`src/rtl/encoder_rr_arbiter.sv`:
```
// Registered N-input request encoder with fixed or round-robin priority behind a valid/ready output.
// Optional accepted-grant counter on grant_count_out when ENCODER_STATS_EN is defined.
module encoder_rr_arbiter #(
    parameter int N = 8,
    parameter int W = $clog2(N)
) (
    input  logic         clk_in,
    input  logic         reset_in,
    input  logic [N-1:0] req_in,
    input  logic         mode_in,
    input  logic         out_ready,
    output logic         out_valid,
    output logic [W-1:0] y_out,
    output logic [N-1:0] onehot_out,
    output logic         invalid_data,
    output logic         dbg_state_o,
    output logic [W-1:0] dbg_ptr_o
`ifdef ENCODER_STATS_EN
    ,
    output logic [15:0]  grant_count_out
`endif
);

    typedef enum logic {S_EMPTY = 1'b0, S_FULL = 1'b1} state_t;

    state_t         state_q, state_d;
    logic [W-1:0]   y_q, y_d;
    logic [W-1:0]   ptr_q, ptr_d;
    logic [N-1:0]   oh_q, oh_d;
    logic           inv_q;

    logic           accept;
    logic           load;
    logic [W-1:0]   ptr_next;
    logic [W-1:0]   rr_start;
    logic [W-1:0]   fixed_win;
    logic [W-1:0]   rr_win;
    logic [W-1:0]   win;
    logic [2*N-1:0] req_dbl;
    logic [2*N-1:0] req_rot2;
    logic [N-1:0]   req_rot;
    logic [W-1:0]   rr_off;
    logic [W:0]     rr_sum;

    // Handshake: a result is transferred on any cycle where out_valid and out_ready
    // are both high; while out_valid is high and out_ready low, the result is frozen.
    assign accept   = (state_q == S_FULL) && out_ready;
    assign load     = (|req_in) && ((state_q == S_EMPTY) || accept);
    assign ptr_next = (y_q == W'(N - 1)) ? '0 : y_q + 1'b1;
    // On an accept the search starts after the grant being retired, not from the stale pointer.
    assign rr_start = accept ? ptr_next : ptr_q;

    always_comb begin
        fixed_win = '0;
        for (int i = 0; i < N; i++) begin
            if (req_in[i]) fixed_win = W'(i);
        end
    end

    // Rotate so bit 0 is the start position, then take the lowest set offset.
    assign req_dbl  = {req_in, req_in};
    assign req_rot2 = req_dbl >> rr_start;
    assign req_rot  = req_rot2[N-1:0];

    always_comb begin
        rr_off = '0;
        for (int k = N - 1; k >= 0; k--) begin
            if (req_rot[k]) rr_off = W'(k);
        end
        rr_sum = {1'b0, rr_start} + {1'b0, rr_off};
        if (rr_sum >= (W+1)'(N)) rr_sum = rr_sum - (W+1)'(N);
        rr_win = rr_sum[W-1:0];
    end

    assign win = mode_in ? rr_win : fixed_win;

    always_comb begin
        state_d = state_q;
        y_d     = y_q;
        oh_d    = oh_q;
        ptr_d   = ptr_q;
        if (accept) ptr_d = ptr_next;
        if (load) begin
            state_d = S_FULL;
            y_d     = win;
            oh_d    = {{(N-1){1'b0}}, 1'b1} << win;
        end else if ((state_q == S_EMPTY) || accept) begin
            state_d = S_EMPTY;
            oh_d    = '0;
        end
    end

    always_ff @(posedge clk_in or posedge reset_in) begin
        if (reset_in) begin
            state_q <= S_EMPTY;
            y_q     <= '0;
            oh_q    <= '0;
            ptr_q   <= '0;
            inv_q   <= 1'b1;
        end else begin
            state_q <= state_d;
            y_q     <= y_d;
            oh_q    <= oh_d;
            ptr_q   <= ptr_d;
            inv_q   <= ~|req_in;
        end
    end

    assign out_valid    = (state_q == S_FULL);
    assign y_out        = y_q;
    assign onehot_out   = oh_q;
    assign invalid_data = inv_q;
    assign dbg_state_o  = (state_q == S_FULL);
    assign dbg_ptr_o    = ptr_q;

`ifdef ENCODER_STATS_EN
    logic [15:0] grant_cnt_q;

    always_ff @(posedge clk_in or posedge reset_in) begin
        if (reset_in) begin
            grant_cnt_q <= '0;
        end else if (accept && (grant_cnt_q != 16'hFFFF)) begin
            grant_cnt_q <= grant_cnt_q + 16'd1;
        end
    end

    assign grant_count_out = grant_cnt_q;
`endif

endmodule

```
`config.mk`:
```
export PLATFORM = sky130hd
export DESIGN_NAME = encoder_rr_arbiter
export DESIGN_NICKNAME = d
export VERILOG_FILES = /design/src/rtl/encoder_rr_arbiter.sv
export SDC_FILE = /design/constraint.sdc
export NUM_CORES = 1
export LEC_CHECK = 0
export ABC_AREA = 0
export CORE_MARGIN = 4
export CORE_UTILIZATION = 45
export DETAILED_ROUTE_END_ITERATION = 10
export GPL_TIMING_DRIVEN = 0
export PLACE_DENSITY = 0.76
export SLEW_MARGIN = 0
export SYNTH_ARGS = -nofsm -noshare
export SYNTH_HDL_FRONTEND = slang
export SYNTH_SLANG_ARGS = --single-unit
```
`constraint.sdc`:
```
create_clock -name clk_in -period 3.45 [get_ports clk_in]
set_input_delay 0.69 -clock clk_in [delete_from_list [all_inputs] [get_ports clk_in]]
set_output_delay 0.69 -clock clk_in [all_outputs]
set_load 0.01 [all_outputs]
```
==> impl_metrics.ini <==
[sta]
finalHoldViolations = 0
tightestPinTransition_ns = 0.634
finalSetupTns_ns = -2.94
layout_setup_ws_ns = -0.315
rsz0062_at_grt = true
relSlewSlack_pct = 57.6
max_freq_mhz = 266
timing.final.crit_share_pct = 109
min_period_ns = 3.77
worst_clock_skew_ns = 0.00188
finalSetupViolCount = 11
maxSlewViolCount = 0

[routing]
wl_um = 3870
drtAntennaViolNets = 0
drt-pass1-iter-count = 4
drt_iter0_drc = 75
routedWlPerCell_um = 18.3
drc = 0
vias = 1244
via_per_inst = 5.90

[logic_synthesis]
ys_async_sr_fraction_pct = 100
synth_xor_area_share_pct = 3.85
synth-simple-area-share_pct = 17.0
synth.net_count = 145
ys_seq_area_share_pct = 31.7
synth-seq-cells = 16
synthFlopType = dfrtp_1
muxShareOfSynthArea_pct = 23.8
synth_edf_count = 0
synth_cell_types = 42
synth_fa_ha_area_share_pct = 4.55
synth_warnings = 0
syn_area_per_cell_um2 = 9.82
synth_top_family_by_area = multiplexers
synth_compound_area_share_pct = 15.2
synth_cells = 129
syn_area_mm2 = 0.00127

[setup_path]
max_stage_delay_ns = 0.44
cp_num_buf_inv = 2
worstPathMaxFanout = 5
path_class = reg2reg
required_ns = 3.63
crit_slowest_cell = dfrtp_1
path_delay_family = compound AO/OA/AOI/OAI gates
path_cells = ha_4, mux2i_4, buf_12, mux2i_4, mux2i_1, mux2i_1, buf_4, o211ai_1, a21boi_1, o21ba_1, o21ba_1, ha_2, fa_1, nand2b_4, o41ai_4, nor2_4, a32oi_1, o21ai_2
end_kind = register
cp.arrival_ns = 3.95
critPathLaunchType = register

[global_route]
grt_usage_pct = 19.8
antenna_found_initial = 0
first_global_vias = 1190
grt_overflow = 0
grt_pass1_wl_um = 5470
grt_max_degree = 17

[status]
failed_checks = setup timing
status = complete, but fails checks

[floorplanning]
die_w_um = 61.0
rows = 18
initial_core_util_pct = 48.9
core-area_mm2 = 0.00259
dieArea_mm2 = 0.00373
top_level_ports = 29
die_h_um = 61.0

[cells_and_area]
layout-drive-gt1-share_pct = 35.9
nets = 198
final_area_mm2 = 0.00198
diodes = 0
synthToLayoutAreaGrowth_pct = 56.6

[power_and_ir_drop]
power_mw = 2.31
swShare_pct = 44.3
power_frac_seq_pct = 13.2
p_comb_share_pct = 82.4
power_frac_clock_pct = 4.4
p_int_mw = 1.29
p_leak_nw = 0.852
power_switching_mw = 1.02
p_per_area_mw_per_mm2 = 1160
max-vdd-ir-drop_uv = 929

[placement]
dpl.hpwl_um = 2420
dp_worst_setup_slack_ns = -1.09
gp_congestion = 0.896
io_buffers = 28
post_dp_cell_area_mm2 = 0.00163

[clock_network]
cts_max_level = 1
cts_hold_buf = 0
cts_tree = done
cts-root-buf = clkbuf_4
cts_max_path_buffers = 2
clk_pin_slew_ns = 0.09
cts_buffers = 3
clk_latency_ns = 0.29
clock_sinks = 16

[hold_path]
holdCritPathClass = reg2reg

[job]
maxCapViolCount = 0
-- metrics by stage --
step	cells	hold WS (ns)	util (%)
2_1_floorplan	129	0.524	-
3_3_place_gp	187	0.473	62.9
3_5_place_dp	187	0.488	62.9
4_1_cts	205	0.510	72.1
5_1_grt	211	0.533	76.6
6_report	211	0.505	76.6
-- area by class of cell --
cell class | instances | area (um2)
clock buffers | 4 | 26.3
fillers | 171 | 607
plain buffers | 4 | 26.3
repair buffers | 48 | 448
well taps | 30 | 37.5
multi-input cells | 102 | 1020
flip-flops and latches | 16 | 402
inverters | 7 | 26.3
-- synthesized netlist by cell type, drive strengths merged, types with 3 or more instances --
cell | count | share of area (%)
mux2i | 22 | 19
nand3 | 4 | 1.6
nand4 | 3 | 1.5
a21oi | 6 | 2.7
nand2 | 10 | 3.6
mux2 | 5 | 4.4
nor3 | 4 | 1.6
dfrtp | 15 | 30
inv | 7 | 2.1
ha | 3 | 3.0
o21ai | 9 | 3.6
nor2 | 10 | 3.0
-- power by group through the flow --
stage	clock network, mW	registers, mW	logic (mW)
2_1_floorplan	0	0.329	0.948
3_3_place_gp	0	0.300	1.29
3_5_place_dp	0	0.305	1.31
4_1_cts	0.103	0.302	1.64
5_1_grt	0.115	0.311	2.02
6_report	0.102	0.305	1.90
-- logic make-up after synthesis --
family / count (synthesis)
simple gates: 40
compound gates: 28
mux: 27
flops: 16
buf+inv: 11
fa+ha+maj: 4
xor+xnor: 3
-- what timing repair did --
action                     CTS  global route
pin swaps                    7             5
resized for setup           31            13
buffers inserted            14             7
setup endpoints to repair   11            11
gates cloned                 0             0
-- registers in the layout, summed over array words and instances (netlist names) --
signal	count
dbg_ptr_o	3
dbg_state_o	1
invalid_data	1
onehot_out	8
y_out	3
-- tightest hold or removal path, delay by kind of cell (launching register included) --
family	cells	cell delay (ns)
DFF	1	0.35
and+or+nand+nor	1	0.06
AOI/OAI and AO/OA	1	0.06
-- cell usage in the layout (no fill, tap or decap), types with 2 or more instances in the layout --
cell	instances
a21oi_1	5
mux2_2	2
clkbuf_1	3
clkbuf_4	3
dlygate4sd2_1	6
inv_1	6
mux2i_1	12
nand3_2	3
dfrtp_1	15
a22oi_1	2
buf_6	5
o21ai_0	2
nand4_1	3
o221ai_2	2
nand2_1	8
mux2_1	2
nor3_2	3
nor2_1	9
clkdlybuf4s50_1	21
buf_4	17
xnor2_2	2
o21ai_1	6
o21ba_1	2
mux2i_4	9
-- metal layers --
metal	track usage (%)	vias up	share of wire (%)
met4	6.50	0	1.9
met3	5.03	10	4.9
li1	-	581	-
met2	33.5	44	54
met1	24.6	609	39
met5	0	-	0
-- worst paths after layout --
kind                       slack (ns)             to           from  depth (start not counted)
setup / recovery                -0.32  onehot_out[3]       y_out[0]                         18
hold / removal                   0.51  onehot_out[6]  onehot_out[6]                          2
setup reg to reg                -0.32  onehot_out[3]       y_out[0]                         18
hold reg to reg                  0.51  onehot_out[6]  onehot_out[6]                          2
max in group asynchronous        2.31   dbg_ptr_o[1]       reset_in                          2
min in group asynchronous        0.76  onehot_out[4]       reset_in                          2
No activity file was read; power rests on OpenSTA's default activity.
==> RTL change 1 (same flow settings) <==
Build with the macro `ENCODER_STATS_EN` defined.
--- a/src/rtl/encoder_rr_arbiter.sv
+++ b/src/rtl/encoder_rr_arbiter.sv
@@ -1,4 +1,6 @@
 // Registered N-input request encoder with fixed or round-robin priority behind a valid/ready output.
 // Optional accepted-grant counter on grant_count_out when ENCODER_STATS_EN is defined.
+`define ENCODER_STATS_EN
+
 module encoder_rr_arbiter #(
     parameter int N = 8,
Check against the original RTL (old outputs only; new: grant_count_out): equivalent (Yosys induction, for registers that start in step).
==> RTL change 1 against the unedited design <==
The run still ends with negative setup slack left; sequential cell count up 16; combinational power up 4%; critical path depth down 2; power up 26%; wire length up 48%; cell area up 53%; clock skew up 0.0023 ns; area after synthesis up 67%; setup slack worse by 0.066 ns; highest routed layer unchanged.
==> RTL change 1: results (changes against the unedited design) <==
status - finished with violations (unchanged)
failing checks - negative setup slack (unchanged)
Setup Skew - 0.00421 ns (was 0.00188 ns)
grt met3 use - 4.73% (was 5.03%)
count of cell types in the netlist - 63 (was 42)
Syn Nets - 242 (was 145)
met2 usage - 31.6% (was 33.5%)
Nets - 308 (was 198)
final setup vio count - 10 (was 11)
WL met2 - 2.82 mm (was 2.08 mm)
met3 wire len - 340 um (was 188 um)
flip-flop count of the largest register after layout - 16 (was 8)
clk root buf - clkbuf_8 (was clkbuf_4)
worst min path class - flop to flop (unchanged)
final worst slack - -0.381 ns (was -0.315 ns)
vias in the first global route - 2002 (was 1190)
Port Buffer Count - 44 (was 28)
internal power - 1.69 mW (was 1.29 mW)
Seq/Total Area, Yosys - 38.0% (was 31.7%)
pin count of the biggest net entering global routing - 33 (was 17)
Slew HR - 60.3% (was 57.6%)
routing usage on met1 - 24.2% (was 24.6%)
first-pass GRT wire length - 9.13 mm (was 5.47 mm)
# placed instances - 321 (was 187)
fin cells - 344 (was 211)
GPL Wtd Cong - 0.889 (was 0.896)
worst vdd ir - 586 uV (was 929 uV)
TritonCTS Buffers - 5 (was 3)
Via density - 5.84 (was 5.90)
DP Wirelength - 3.88 mm (was 2.42 mm)
cell count after synthesis - 225 (was 129)
crit-path max cell delay - 0.48 ns (was 0.44 ns)
initial detailed-routing violation count - 72 (was 75)
Seq pwr share - 20.1% (was 13.2%)
total of fill cells in the finished design - 338 (was 171)
GRT Util Overall - 19.1% (was 19.8%)
slowest CP cell - fa_1 (was dfrtp_1)
met1 WL - 2.48 mm (was 1.53 mm)
leak pwr - 1.28 nW (was 0.852 nW)
-- RTL change 1: cell types whose count changed after synthesis, moves of 3 or more --
cell / before / now
a211oi_1: 0 / 4
and2_1: 0 / 3
and4_1: 0 / 4
dfrtp_1: 15 / 31
mux2i_1: 20 / 4
nand2_1: 9 / 22
nand3_1: 4 / 23
nor2_1: 10 / 17
o21ai_0: 2 / 9
o21ai_1: 7 / 3
o221ai_1: 1 / 5
xnor2_1: 0 / 11
xor2_1: 0 / 4
-- RTL change 1: cell families after synthesis --
| family | count (synthesis) | synth area share, % |
|---|---|---|
| AND/OR/NAND/NOR | 93 | 22.5 |
| AO/OA/AOI/OAI | 51 | 17.7 |
| flip-flops | 32 | 38.0 |
| XOR/XNOR | 17 | 7.77 |
| buffers and inverters | 14 | 3.09 |
| multiplexers | 12 | 7.00 |
| adder cells (fa/ha/maj) | 6 | 3.86 |
-- RTL change 1: what timing repair did --
action | 4_1_cts | 5_1_grt
setup endpoints to repair | 11 | 10
gates cloned | 1 | 0
pin swaps | 6 | 11
resized for setup | 14 | 15
hold buffers | 0 | 0
buffers inserted | 11 | 3
-- RTL change 1: area by class of cell --
type | count | area share (%)
repair buffers | 59 | 19.4
flip-flops and latches | 32 | 26.4
plain buffers | 7 | 1.40
clock buffers | 6 | 2.38
multi-input cells | 179 | 46.3
well taps | 52 | 2.14
clock inverters | 2 | 1.15
inverters | 7 | 0.863
-- RTL change 1: per-stage QoR --
stage	setup TNS (ns)	area (um2)	setup WS [ns]	util, %	total power, mW
2_1_floorplan	-0.582	2180	-0.124	-	1.71
3_3_place_gp	-9.01	2680	-0.953	60.4	2.16
3_5_place_dp	-9.28	2680	-0.975	60.4	2.18
4_1_cts	-2.23	2950	-0.315	66.4	2.79
5_1_grt	-4.39	3040	-0.507	68.5	3.11
6_report	-3.06	3040	-0.381	68.5	2.91
-- RTL change 1: path summary, 6_finish.rpt --
path / start / endpoint / slack (ns) / cells after the start
setup reg to reg: y_out[0]$_DFFE_PP0P_ / onehot_out[2]$_DFFE_PP0P_ / -0.38 / 16
hold reg to reg: grant_count_out[15]$_DFFE_PP0P_ / grant_count_out[15]$_DFFE_PP0P_ / 0.49 / 1
setup / recovery: y_out[0]$_DFFE_PP0P_ / onehot_out[2]$_DFFE_PP0P_ / -0.38 / 16
max in group asynchronous: reset_in / grant_count_out[2]$_DFFE_PP0P_ / 2.30 / 3
min in group asynchronous: reset_in / grant_count_out[13]$_DFFE_PP0P_ / 0.69 / 2
hold / removal: grant_count_out[15]$_DFFE_PP0P_ / grant_count_out[15]$_DFFE_PP0P_ / 0.49 / 1
==> RTL change 2 (config.mk and constraints unchanged) <==
Made on the original files. `oh_q` no longer has a reset.
--- a/src/rtl/encoder_rr_arbiter.sv
+++ b/src/rtl/encoder_rr_arbiter.sv
@@ -95,5 +95,4 @@
             state_q <= S_EMPTY;
             y_q     <= '0;
-            oh_q    <= '0;
             ptr_q   <= '0;
             inv_q   <= 1'b1;
@@ -101,8 +100,11 @@
             state_q <= state_d;
             y_q     <= y_d;
-            oh_q    <= oh_d;
             ptr_q   <= ptr_d;
             inv_q   <= ~|req_in;
         end
+    end
+
+    always_ff @(posedge clk_in) begin
+        oh_q <= oh_d;
     end
 
Formal check against the unedited RTL: not equivalent (a bounded check fails within 4 cycles, from zero or initial values and one cycle with reset_in high).
==> RTL change 2 against the unedited design <==
The flow still finishes with violations (negative setup slack); power down 7.8%; critical path type unchanged; via count up 27%; sequential cell count unchanged; area after synthesis up 17%; critical path depth up 1; critical endpoint is now onehot_out[7]$_SDFFCE_PN0P_; setup slack worse by 0.027 ns; wire length up 17%; clock skew up 0.0096 ns; largest power group unchanged; cell area up 8.8%; sequential power about the same; die area up 15%; worst hold slack better by 0.099 ns; final cell count up 23%.
==> RTL change 2: results (changes against the unedited design) <==
first-pass GRT wire length - 7.16 mm (was 5.47 mm)
GRT Util Overall - 21.4% (was 19.8%)
DRT Pass-1 Iters - 4 (unchanged)
Syn Nets - 185 (was 145)
Comb power frac - 81.1% (was 82.4%)
# placed instances - 237 (was 187)
status - finished with violations (unchanged)
adder-cell share of the synthesized area - 3.87% (was 4.55%)
failing checks - negative setup slack (unchanged)
Post-synth ARST share - 50.0% (was 100%)
CP max FO - 9 (was 5)
Via density - 6.09 (was 5.90)
fin cells - 259 (was 211)
Slew HR - 65.4% (was 57.6%)
count of cell types in the netlist - 64 (was 42)
total of fill cells in the finished design - 256 (was 171)
clk_lat worst skew - 0.28 ns
setup TNS - -2.90 ns (was -2.94 ns)
Setup Skew - 0.0115 ns (was 0.00188 ns)
hold_ws - 0.604 ns (was 0.505 ns)
list of most frequent post-synthesis cells - nand2_1 (19), a21oi_1 (13), nor2_1 (13) (was mux2i_1 (20), dfrtp_1 (15), nor2_1 (10))
WL per Instance - 17.4 um (was 18.3 um)
final setup vio count - 10 (was 11)
post-synthesis compound-gate area fraction - 27.4% (was 15.2%)
DP Wirelength - 3.01 mm (was 2.42 mm)
leak pwr - 0.844 nW (was 0.852 nW)
layout cell share with drive strength beyond 1 - 34.9% (was 35.9%)
initial detailed-routing violation count - 63 (was 75)
pin count of the biggest net entering global routing - 12 (was 17)
final worst slack - -0.342 ns (was -0.315 ns)
Synth Flop Type - edfxtp_1 (was dfrtp_1)
dpl ws - -1.25 ns (was -1.09 ns)
mux cell area share after synthesis - 6.90% (was 23.8%)
Critical Path AT - 3.82 ns (was 3.95 ns)
Port Buffer Count - 24 (was 28)
Seq pwr share - 14.3% (was 13.2%)
top post-synthesis cells by area - edfxtp_1 (16%), dfrtp_1 (12%), nand2_1 (4.8%) (was dfrtp_1 (30%), mux2i_1 (16%), mux2i_4 (3.6%))
Seq/Total Area, Yosys - 29.7% (was 31.7%)
vias in the first global route - 1530 (was 1190)
-- RTL change 2: cell types whose count changed after synthesis, sizes merged, moves of 5 or more --
| cell | change |
|---|---|
| nand2 | +10 |
| mux2i | -18 |
| dfrtp | -8 |
| nand3 | +8 |
| and3 | +5 |
| a21oi | +8 |
| edfxtp | +8 |
-- RTL change 2: cells by family after synthesis --
| group | Yosys count |
|---|---|
| simple gates | 71 |
| fa+ha+maj | 4 |
| flops | 16 |
| mux | 7 |
| buf+inv | 17 |
| compound gates | 54 |
-- RTL change 2: final cells by class --
cell class	instances	area, um2	share of cell area (%)
Clock buffer	3	22.5	1.04
Multi-Input combinational cell	137	1190	55.0
Tap cell	44	55.1	2.55
Clock inverter	1	3.75	0.174
Sequential cell	16	442	20.5
Buffer	6	27.5	1.28
Inverter	10	50.0	2.32
Timing Repair Buffer	42	372	17.2
-- RTL change 2: timing repair --
action,in CTS,in global routing
pin swaps,17,14
setup buffers,15,3
endpoints found under the setup margin,11,10
cloned,1,0
resized for setup,31,16
-- RTL change 2: final timing paths --
| kind | startpoint | end | depth (start not counted) |
|---|---|---|---|
| max reg2reg | y_out[1]$_DFFE_PP0P_ | onehot_out[7]$_SDFFCE_PN0P_ | 19 |
| max in group asynchronous | reset_in | invalid_data$_DFF_PP1_ | 2 |
| max | y_out[1]$_DFFE_PP0P_ | onehot_out[7]$_SDFFCE_PN0P_ | 19 |
| min in group asynchronous | reset_in | y_out[1]$_DFFE_PP0P_ | 2 |
| min | y_out[2]$_DFFE_PP0P_ | y_out[2]$_DFFE_PP0P_ | 2 |
| min reg2reg | y_out[2]$_DFFE_PP0P_ | y_out[2]$_DFFE_PP0P_ | 2 |
-- RTL change 2: layer usage --
layer	wire length [um]	up-vias	GRT usage, %	part of all wire, %
li1	-	729	-	-
met5	0	-	0	0
met4	187	0	9.07	4.1
met3	297	19	1.88	6.6
met2	2320	86	36.5	51
met1	1710	743	27.5	38
-- RTL change 2: critical path, stage by stage (launching register included) --
cell and delay, ns:
dfrtp_1 0.39, ha_4 0.13, ha_1 0.18, nor2_2 0.07, mux2i_4 0.27, clkinv_4 0.18, a221oi_1 0.25, o2bb2ai_1 0.20
a221oi_4 0.11, buf_4 0.15, a211oi_2 0.16, o32ai_2 0.11, ha_2 0.18, fa_2 0.37, nor2b_2 0.15, and2_4 0.15
a32oi_2 0.12, o211ai_2 0.15, buf_4 0.17, nor4_2 0.03
-- RTL change 2: metrics by stage --
| step | power (mW) | area [um2] |
|---|---|---|
| global route | 2.28 | 2160 |
| global placement | 1.51 | 1800 |
| detailed placement | 1.54 | 1800 |
| CTS | 1.98 | 2080 |
| floorplan | 1.20 | 1500 |
| finish | 2.13 | 2160 |
